## src/rtl/vx_ibuffer_queue_pkg.sv

```systemverilog
// Shared ibuffer payload type and issue-slice constants used by the
// instruction buffer, its per-warp FIFOs and the ibuffer interface.
package vx_ibuffer_queue_pkg;

  localparam int ISSUE_WARPS = 4;
  localparam int ISSUE_WIS_W = (ISSUE_WARPS > 1) ? $clog2(ISSUE_WARPS) : 1;

  typedef struct packed {
    logic [31:0]            pc;
    logic [ISSUE_WIS_W-1:0] wis;
    logic [7:0]             op_type;
    logic [4:0]             rd;
    logic                   wb;
  } data_t;

  // Output selection either scans round-robin or holds the presented warp.
  typedef enum logic {
    SEL_SCAN = 1'b0,
    SEL_HOLD = 1'b1
  } sel_state_e;

endpackage

```

## src/rtl/vx_ibuffer_if.sv

```systemverilog
// Valid/ready ibuffer channel between the instruction buffer and issue.
interface vx_ibuffer_if;
  import vx_ibuffer_queue_pkg::*;

  logic  valid;
  data_t data;
  logic  ready;

  modport master (output valid, output data, input ready);
  modport slave  (input valid, input data, output ready);

endinterface

```

## src/rtl/vx_ibuffer_fifo.sv

```systemverilog
// Single-warp instruction FIFO with push/pop/flush; flush wins over both
// push and pop in the same cycle.
module vx_ibuffer_fifo #(
  parameter int DEPTH = 2,
  parameter int DATAW = 48
) (
  input  logic             clk,
  input  logic             reset_n,
  input  logic             push_i,
  input  logic             pop_i,
  input  logic             flush_i,
  input  logic [DATAW-1:0] data_i,
  output logic [DATAW-1:0] head_o,
  output logic             full_o,
  output logic             empty_o
);

  localparam int CNT_W = $clog2(DEPTH + 1);
  localparam int PTR_W = (DEPTH > 1) ? $clog2(DEPTH) : 1;

  typedef logic [PTR_W-1:0] ptr_t;
  typedef logic [CNT_W-1:0] cnt_t;

  logic [DATAW-1:0] mem_q [DEPTH];
  ptr_t rptr_q, rptr_d;
  ptr_t wptr_q, wptr_d;
  cnt_t count_q, count_d;
  logic push_ok, pop_ok;

  // Pointers wrap modulo DEPTH, which need not be a power of two.
  function automatic ptr_t ptr_inc(input ptr_t p);
    return (p == ptr_t'(DEPTH - 1)) ? '0 : p + ptr_t'(1);
  endfunction

  assign full_o  = (count_q == cnt_t'(DEPTH));
  assign empty_o = (count_q == '0);
  assign push_ok = push_i && !full_o && !flush_i;
  assign pop_ok  = pop_i && !empty_o && !flush_i;
  assign head_o  = mem_q[rptr_q];

  always_comb begin
    rptr_d  = rptr_q;
    wptr_d  = wptr_q;
    count_d = count_q;
    if (flush_i) begin
      rptr_d  = wptr_q;
      count_d = '0;
    end else begin
      if (push_ok) wptr_d = ptr_inc(wptr_q);
      if (pop_ok)  rptr_d = ptr_inc(rptr_q);
      case ({push_ok, pop_ok})
        2'b10:   count_d = count_q + cnt_t'(1);
        2'b01:   count_d = count_q - cnt_t'(1);
        default: count_d = count_q;
      endcase
    end
  end

  // NOTE: sequential state uses non-blocking assignments so every register
  // samples the pre-edge values regardless of process ordering.
  always_ff @(posedge clk or negedge reset_n) begin
    if (!reset_n) begin
      rptr_q  <= '0;
      wptr_q  <= '0;
      count_q <= '0;
    end else begin
      rptr_q  <= rptr_d;
      wptr_q  <= wptr_d;
      count_q <= count_d;
    end
  end

  // NOTE: storage has no reset; validity is tracked entirely by the count,
  // so clearing the array would only add reset fan-out.
  always_ff @(posedge clk) begin
    if (push_ok) mem_q[wptr_q] <= data_i;
  end

endmodule

```

## src/rtl/vx_ibuffer_queue.sv

```systemverilog
// Per-warp instruction buffer: enqueues decoded instructions by warp and
// presents one per cycle to issue, round-robin across non-empty warps.
module vx_ibuffer_queue
  import vx_ibuffer_queue_pkg::*;
#(
  parameter int NUM_WARPS = 4,
  parameter int DEPTH     = 2
) (
  input  logic                   clk,
  input  logic                   reset_n,
  input  logic                   in_valid,
  input  data_t                  in_data,
  output logic                   in_ready,
  input  logic                   flush_valid,
  input  logic [ISSUE_WIS_W-1:0] flush_wid,
  vx_ibuffer_if.master           ibuffer_if,
  output logic [NUM_WARPS-1:0]   empty_mask
);

  localparam int DATAW = $bits(data_t);
  localparam int WID_W = $clog2(NUM_WARPS);

  typedef logic [WID_W-1:0] wid_t;

  logic [NUM_WARPS-1:0] push, pop, flush, full, empty;
  logic [DATAW-1:0]     head [NUM_WARPS];
  logic [DATAW-1:0]     in_bits;

  wid_t       in_wid, flush_w;
  wid_t       rr_q, rr_d;
  wid_t       lock_wid_q, lock_wid_d;
  wid_t       scan_wid, sel_wid;
  sel_state_e state_q, state_d;
  logic [NUM_WARPS-1:0] rot_mask;
  logic       out_valid, fire, sel_flushed, found;
  data_t      out_data;

  assign in_wid   = in_data.wis[WID_W-1:0];
  assign flush_w  = flush_wid[WID_W-1:0];
  assign in_bits  = in_data;
  assign in_ready = !full[in_wid];

  for (genvar w = 0; w < NUM_WARPS; w++) begin : g_warp
    assign push[w]  = in_valid && in_ready && (in_wid == wid_t'(w));
    assign flush[w] = flush_valid && (flush_w == wid_t'(w));
    assign pop[w]   = fire && (sel_wid == wid_t'(w)) && !flush[w];

    vx_ibuffer_fifo #(
      .DEPTH (DEPTH),
      .DATAW (DATAW)
    ) u_fifo (
      .clk     (clk),
      .reset_n (reset_n),
      .push_i  (push[w]),
      .pop_i   (pop[w]),
      .flush_i (flush[w]),
      .data_i  (in_bits),
      .head_o  (head[w]),
      .full_o  (full[w]),
      .empty_o (empty[w])
    );
  end

  // Rotate the non-empty mask so bit 0 is warp rr+1, then take the lowest set bit.
  always_comb begin
    rot_mask = '0;
    scan_wid = rr_q;
    found    = 1'b0;
    for (int i = 0; i < NUM_WARPS; i++) begin
      rot_mask[i] = !empty[rr_q + wid_t'(1) + wid_t'(i)];
    end
    for (int i = 0; i < NUM_WARPS; i++) begin
      if (!found && rot_mask[i]) begin
        found    = 1'b1;
        scan_wid = rr_q + wid_t'(1) + wid_t'(i);
      end
    end
  end

  assign sel_wid     = (state_q == SEL_HOLD) ? lock_wid_q : scan_wid;
  assign out_valid   = |(~empty);
  assign fire        = out_valid && ibuffer_if.ready;
  assign sel_flushed = flush[sel_wid];

  always_comb begin
    out_data     = data_t'(head[sel_wid]);
    out_data.wis = ISSUE_WIS_W'(sel_wid);
  end

  assign ibuffer_if.valid = out_valid;
  assign ibuffer_if.data  = out_data;
  assign empty_mask       = empty;

  // A stalled presentation holds until accepted, unless its warp is flushed.
  always_comb begin
    state_d    = SEL_SCAN;
    lock_wid_d = sel_wid;
    rr_d       = rr_q;
    if (out_valid && !ibuffer_if.ready && !sel_flushed) state_d = SEL_HOLD;
    if (fire && !sel_flushed) rr_d = sel_wid;
  end

  always_ff @(posedge clk or negedge reset_n) begin
    if (!reset_n) begin
      state_q    <= SEL_SCAN;
      lock_wid_q <= '0;
      rr_q       <= wid_t'(NUM_WARPS - 1);
    end else begin
      state_q    <= state_d;
      lock_wid_q <= lock_wid_d;
      rr_q       <= rr_d;
    end
  end

endmodule
```

## src/flat_wrapper.sv

```systemverilog
// flat-port wrapper written by rule: the top's interface ports become plain ports
module vx_ibuffer_queue_flat import vx_ibuffer_queue_pkg::*;
#(
  parameter int NUM_WARPS = 4,
  parameter int DEPTH     = 2
)
  (clk, reset_n, in_valid, in_data, in_ready, flush_valid, flush_wid, empty_mask, ibuffer_if_valid, ibuffer_if_data, ibuffer_if_ready);
  vx_ibuffer_if ibuffer_if_i ();
  input  logic clk;
  input  logic reset_n;
  input  logic in_valid;
  input  data_t in_data;
  output logic in_ready;
  input  logic flush_valid;
  input  logic [ISSUE_WIS_W-1:0] flush_wid;
  output logic [NUM_WARPS-1:0] empty_mask;
  output wire logic [$bits(ibuffer_if_i.valid)-1:0] ibuffer_if_valid;
  output wire logic [$bits(ibuffer_if_i.data)-1:0] ibuffer_if_data;
  input wire logic [$bits(ibuffer_if_i.ready)-1:0] ibuffer_if_ready;
  assign ibuffer_if_valid = ibuffer_if_i.valid;
  assign ibuffer_if_data = ibuffer_if_i.data;
  assign ibuffer_if_i.ready = ibuffer_if_ready;
  vx_ibuffer_queue #(.NUM_WARPS(NUM_WARPS), .DEPTH(DEPTH)) u_core (.clk(clk), .reset_n(reset_n), .in_valid(in_valid), .in_data(in_data), .in_ready(in_ready), .flush_valid(flush_valid), .flush_wid(flush_wid), .ibuffer_if(ibuffer_if_i), .empty_mask(empty_mask));
endmodule
```

## config.mk

```make
export PLATFORM = sky130hd
export DESIGN_NAME = vx_ibuffer_queue_flat
export DESIGN_NICKNAME = d
export VERILOG_FILES = /design/src/rtl/vx_ibuffer_queue_pkg.sv /design/src/rtl/vx_ibuffer_if.sv /design/src/rtl/vx_ibuffer_fifo.sv /design/src/rtl/vx_ibuffer_queue.sv /design/src/flat_wrapper.sv
export SDC_FILE = /design/constraint.sdc
export NUM_CORES = 1
export LEC_CHECK = 0
export CELL_PAD_IN_SITES_DETAIL_PLACEMENT = 0
export CELL_PAD_IN_SITES_GLOBAL_PLACEMENT = 1
export CORE_MARGIN = 5
export CORE_UTILIZATION = 45
export CTS_CLUSTER_DIAMETER = 200
export DETAILED_ROUTE_END_ITERATION = 16
export HOLD_SLACK_MARGIN = 0.12
export PLACE_DENSITY_LB_ADDON = 0.08
export SLEW_MARGIN = 20
export SYNTH_ARGS = -nofsm -noshare
export SYNTH_HDL_FRONTEND = slang
export SYNTH_SLANG_ARGS = --single-unit
```

## constraint.sdc

```tcl
create_clock -name clk -period 5.9 [get_ports clk]
set_clock_uncertainty 0.15 [all_clocks]
set_input_delay 1.18 -clock clk [delete_from_list [all_inputs] [get_ports clk]]
set_output_delay 1.18 -clock clk [all_outputs]
set_load 0.02 [all_outputs]
```

==> impl_results.md <==
- Least-Margin Pin Slew: 1.055 ns
- Tot GR Track Use: 0.1835
- Synth top area share: 0.6924
- Fin crit period: 4.993 ns
- Layout cell share with drive strength beyond 1: 0.1658
- Sink Count: 389
- Static leakage: 0.006342 uW
- Clk_lat worst skew: 0.52 ns
- Drt total wl: 36210 um
- CP Launch Type: flop
- Initial drt markers: 523
- Synth area leaders: edfxtp_1 69%, mux2_2 6.6%, mux2i_1 5.8%, dfrtp_1 3.0%, o211ai_1 2.3%
- CTS tree: yes
- Fmax: 200.3 MHz
- Critical path startpoint: u_core.g_warp[2].u_fifo.count_q[0]$_DFFE_PN0P_
- Worst R2R Setup Slack: 2.76 ns
- Total clock buffers created by CTS: 42
- Critical-path maximum fanout: 56
- Std-Cell Rows: 69
- Initial core utilization: 0.4520
- Switching Share: 0.3844
- Final TNS setup: 0 ns
- Top cells by count, synth: 368 x edfxtp_1, 93 x mux2_2, 93 x mux2i_1
- Syn avg cell area: 15.60 um2
- Final Max Tran Viols: 0
- Io pins: 109
- Area of the die: 0.03933 mm2
- Max-slew headroom: 0.2964
- Routed wl met2: 17330 um
- Min-Delay Path Depth: 1
- Part of the cycle the worst path needs: 0.8462
- Yosys warnings: 0
- CP Capture Type: output port
- Unrepaired setup endpoints after global routing: false
- Nets: 1185
- Setup Buffers After CTS: 0
- Resize count post-CTS: 0
- Final setup violation count: 0
- First-pass DRT Iterations: 6
- Worst hold path class: flop to flop
- Area leader, netlist: edfxtp_1
- R2R Path End: u_core.g_warp[0].u_fifo.count_q[0]$_DFFE_PN0P_
- Post-synth cell types: 57
- Hpwl dp: 20220 um
- Sequential cell area fraction in the yosys report: 0.7255
- Pwr Density: 602.3 mW/mm2
- Hold buffer count at cts: 0
- Worst Reg2Reg Path Length in Cells: 7
- Number of global-route vias before repair: 9008
- Status: finished, final reports clean
- WP data required: 4.57 ns
- # H-tree levels: 2
- Clock power frac: 0.224
- WL/cell: 22.36 um
- Routed vias/inst: 5.510
- Seq cells post-synth: 389
- Clk slew on worst S/H paths: 0.06 ns
- Initial antenna violation count: 0
- Main synth FF type: edfxtp_1
- Worst R2R Start: u_core.g_warp[2].u_fifo.count_q[0]$_DFFE_PN0P_
- Switch Pwr: 4389 uW
- Number of synthesized flops with an enable pin: 368
- Mapped cell area: 0.01596 mm2
- Logic pwr share: 0.462
- GRT overflow: 0
- WL met3: 1617 um
- CTS Buffer Depth: 3
- Cells after synthesis: 1023
- Net Count, Synth: 1078
- Clock root buffer: clkbuf_16
- CP Data Arrival Time: 3.66 ns
- Global-route wire length before repair: 54870 um
- Max-Cap Viols: 0
- Flop pwr share: 0.314
- Top-count cell post-synth: edfxtp_1
- DRC: 0
- Ys async rst share: 0.05398
- Int Pwr: 7030 uW
- M1 WL: 16580 um
- Highest routed layer: met4
- RePlAce Congestion: 0.8358
- Height of the die: 198.3 um
- Post-Place Worst Slack: 1.442 ns
- Largest net degree at the start of global routing: 96
- Antenna viol nets, final: 0
- N_diodes: 0
- I/O Buffers: 108
- Area delta synth->final: 18.81%
- Hold Fails Final Rpt: 0
- Die width: 198.3 um
- End of the critical path: ibuffer_if_data[35]
- Routed vias: 8921
- Core area: 0.03531 mm2
- Worst Setup Path Type: flop to output port
- Post-route worst setup slack: 0.9074 ns
- VDD IR max: 0.0004128 V
-- placed cells by master (no fill, tap or decap), types with 7 or more instances in the layout --
master	synthesis	layout
edfxtp_1	368	368
clkdlybuf4s50_1	0	108
mux2_2	93	93
mux2i_1	93	93
nand2_1	84	84
o211ai_1	49	49
o21ai_1	43	43
clkbuf_16	0	43
nor2_1	44	39
o21ai_0	36	36
a21oi_1	28	28
dfrtp_1	19	15
inv_1	12	12
buf_4	6	10
clkbuf_1	35	9
buf_12	0	7
-- registers in the layout (all words and copies together), names as in the netlist --
name,cells
u_core.g_warp.u_fifo.count_q,8
u_core.g_warp.u_fifo.mem_q,368
u_core.g_warp.u_fifo.rptr_q,4
u_core.g_warp.u_fifo.wptr_q,4
u_core.lock_wid_q,2
u_core.rr_q,2
u_core.state_q,1
-- per-layer routing --
metal  global-route usage  vias up
met3              0.03335       46
met2               0.2953      224
li1                     -     4144
met5                    0        -
met4              0.04565        0
met1               0.2620     4507
-- power by group through the flow --
stage | combinational [uW] | sequential [uW] | clock (uW)
after CTS | 5370 | 3590 | 2610
after global placement | 5370 | 3640 | 0
after floorplan | 3400 | 3410 | 0
after detailed placement | 5350 | 3650 | 0
final | 5270 | 3590 | 2560
after global routing | 5700 | 3620 | 2740
-- worst max-delay path, cell delays in order, from the launching register on --
cell,delay (ns)
dfrtp_1,0.46
nor2_1,0.50
o21a_1,0.22
o221a_4,0.35
buf_4,0.59
o211ai_1,0.17
o21ai_1,0.18
clkdlybuf4s50_1,0.65
-- cells by family (layout without fill, tap and decap cells) --
kind of cell,Yosys count,count (layout),synth area share
xor+xnor,8,8,0.004391
mux,188,188,0.1261
simple gates,176,176,0.04978
flops,389,389,0.7255
buf+inv,75,210,0.02062
compound gates,187,187,0.07362
-- metrics by stage --
stage | instances | hold slack (ns) | total power (uW) | area, um2 | util
finish | 1619 | 0.4208 | 11420 | 18960 | 0.5370
global route | 1619 | 0.4610 | 12060 | 18960 | 0.5370
CTS | 1619 | 0.4236 | 11580 | 18960 | 0.5370
detailed placement | 1547 | 0.4057 | 9000 | 17620 | 0.4991
global placement | 1547 | 0.4006 | 9014 | 17620 | 0.4991
floorplan | 1023 | 0.3307 | 6809 | 15970 | -
-- final cells by class --
type                    count  area [um2]
clock inverters            20       227.7
clock buffers              52        1110
flip-flops and latches    389       11590
inverters                  13       48.80
repair buffers            125        1296
well taps                 461       576.8
multi-input cells         559        4115
fillers                  2918       16350
-- worst min-delay path by stage --
stage                                                from                                    endpoint  slack, ns
2_1_floorplan  u_core.g_warp[3].u_fifo.wptr_q$_DFFE_PN0P_  u_core.g_warp[3].u_fifo.wptr_q$_DFFE_PN0P_       0.33
3_3_place_gp   u_core.g_warp[2].u_fifo.wptr_q$_DFFE_PN0P_  u_core.g_warp[2].u_fifo.wptr_q$_DFFE_PN0P_       0.40
3_5_place_dp   u_core.g_warp[2].u_fifo.wptr_q$_DFFE_PN0P_  u_core.g_warp[2].u_fifo.wptr_q$_DFFE_PN0P_       0.41
4_1_cts        u_core.g_warp[3].u_fifo.wptr_q$_DFFE_PN0P_  u_core.g_warp[3].u_fifo.wptr_q$_DFFE_PN0P_       0.42
5_1_grt                        u_core.rr_q[0]$_DFFE_PN1P_                  u_core.rr_q[0]$_DFFE_PN1P_       0.46
6_report       u_core.g_warp[3].u_fifo.wptr_q$_DFFE_PN0P_  u_core.g_warp[3].u_fifo.wptr_q$_DFFE_PN0P_       0.42
Note: power is estimated with default switching activity, not from simulation.
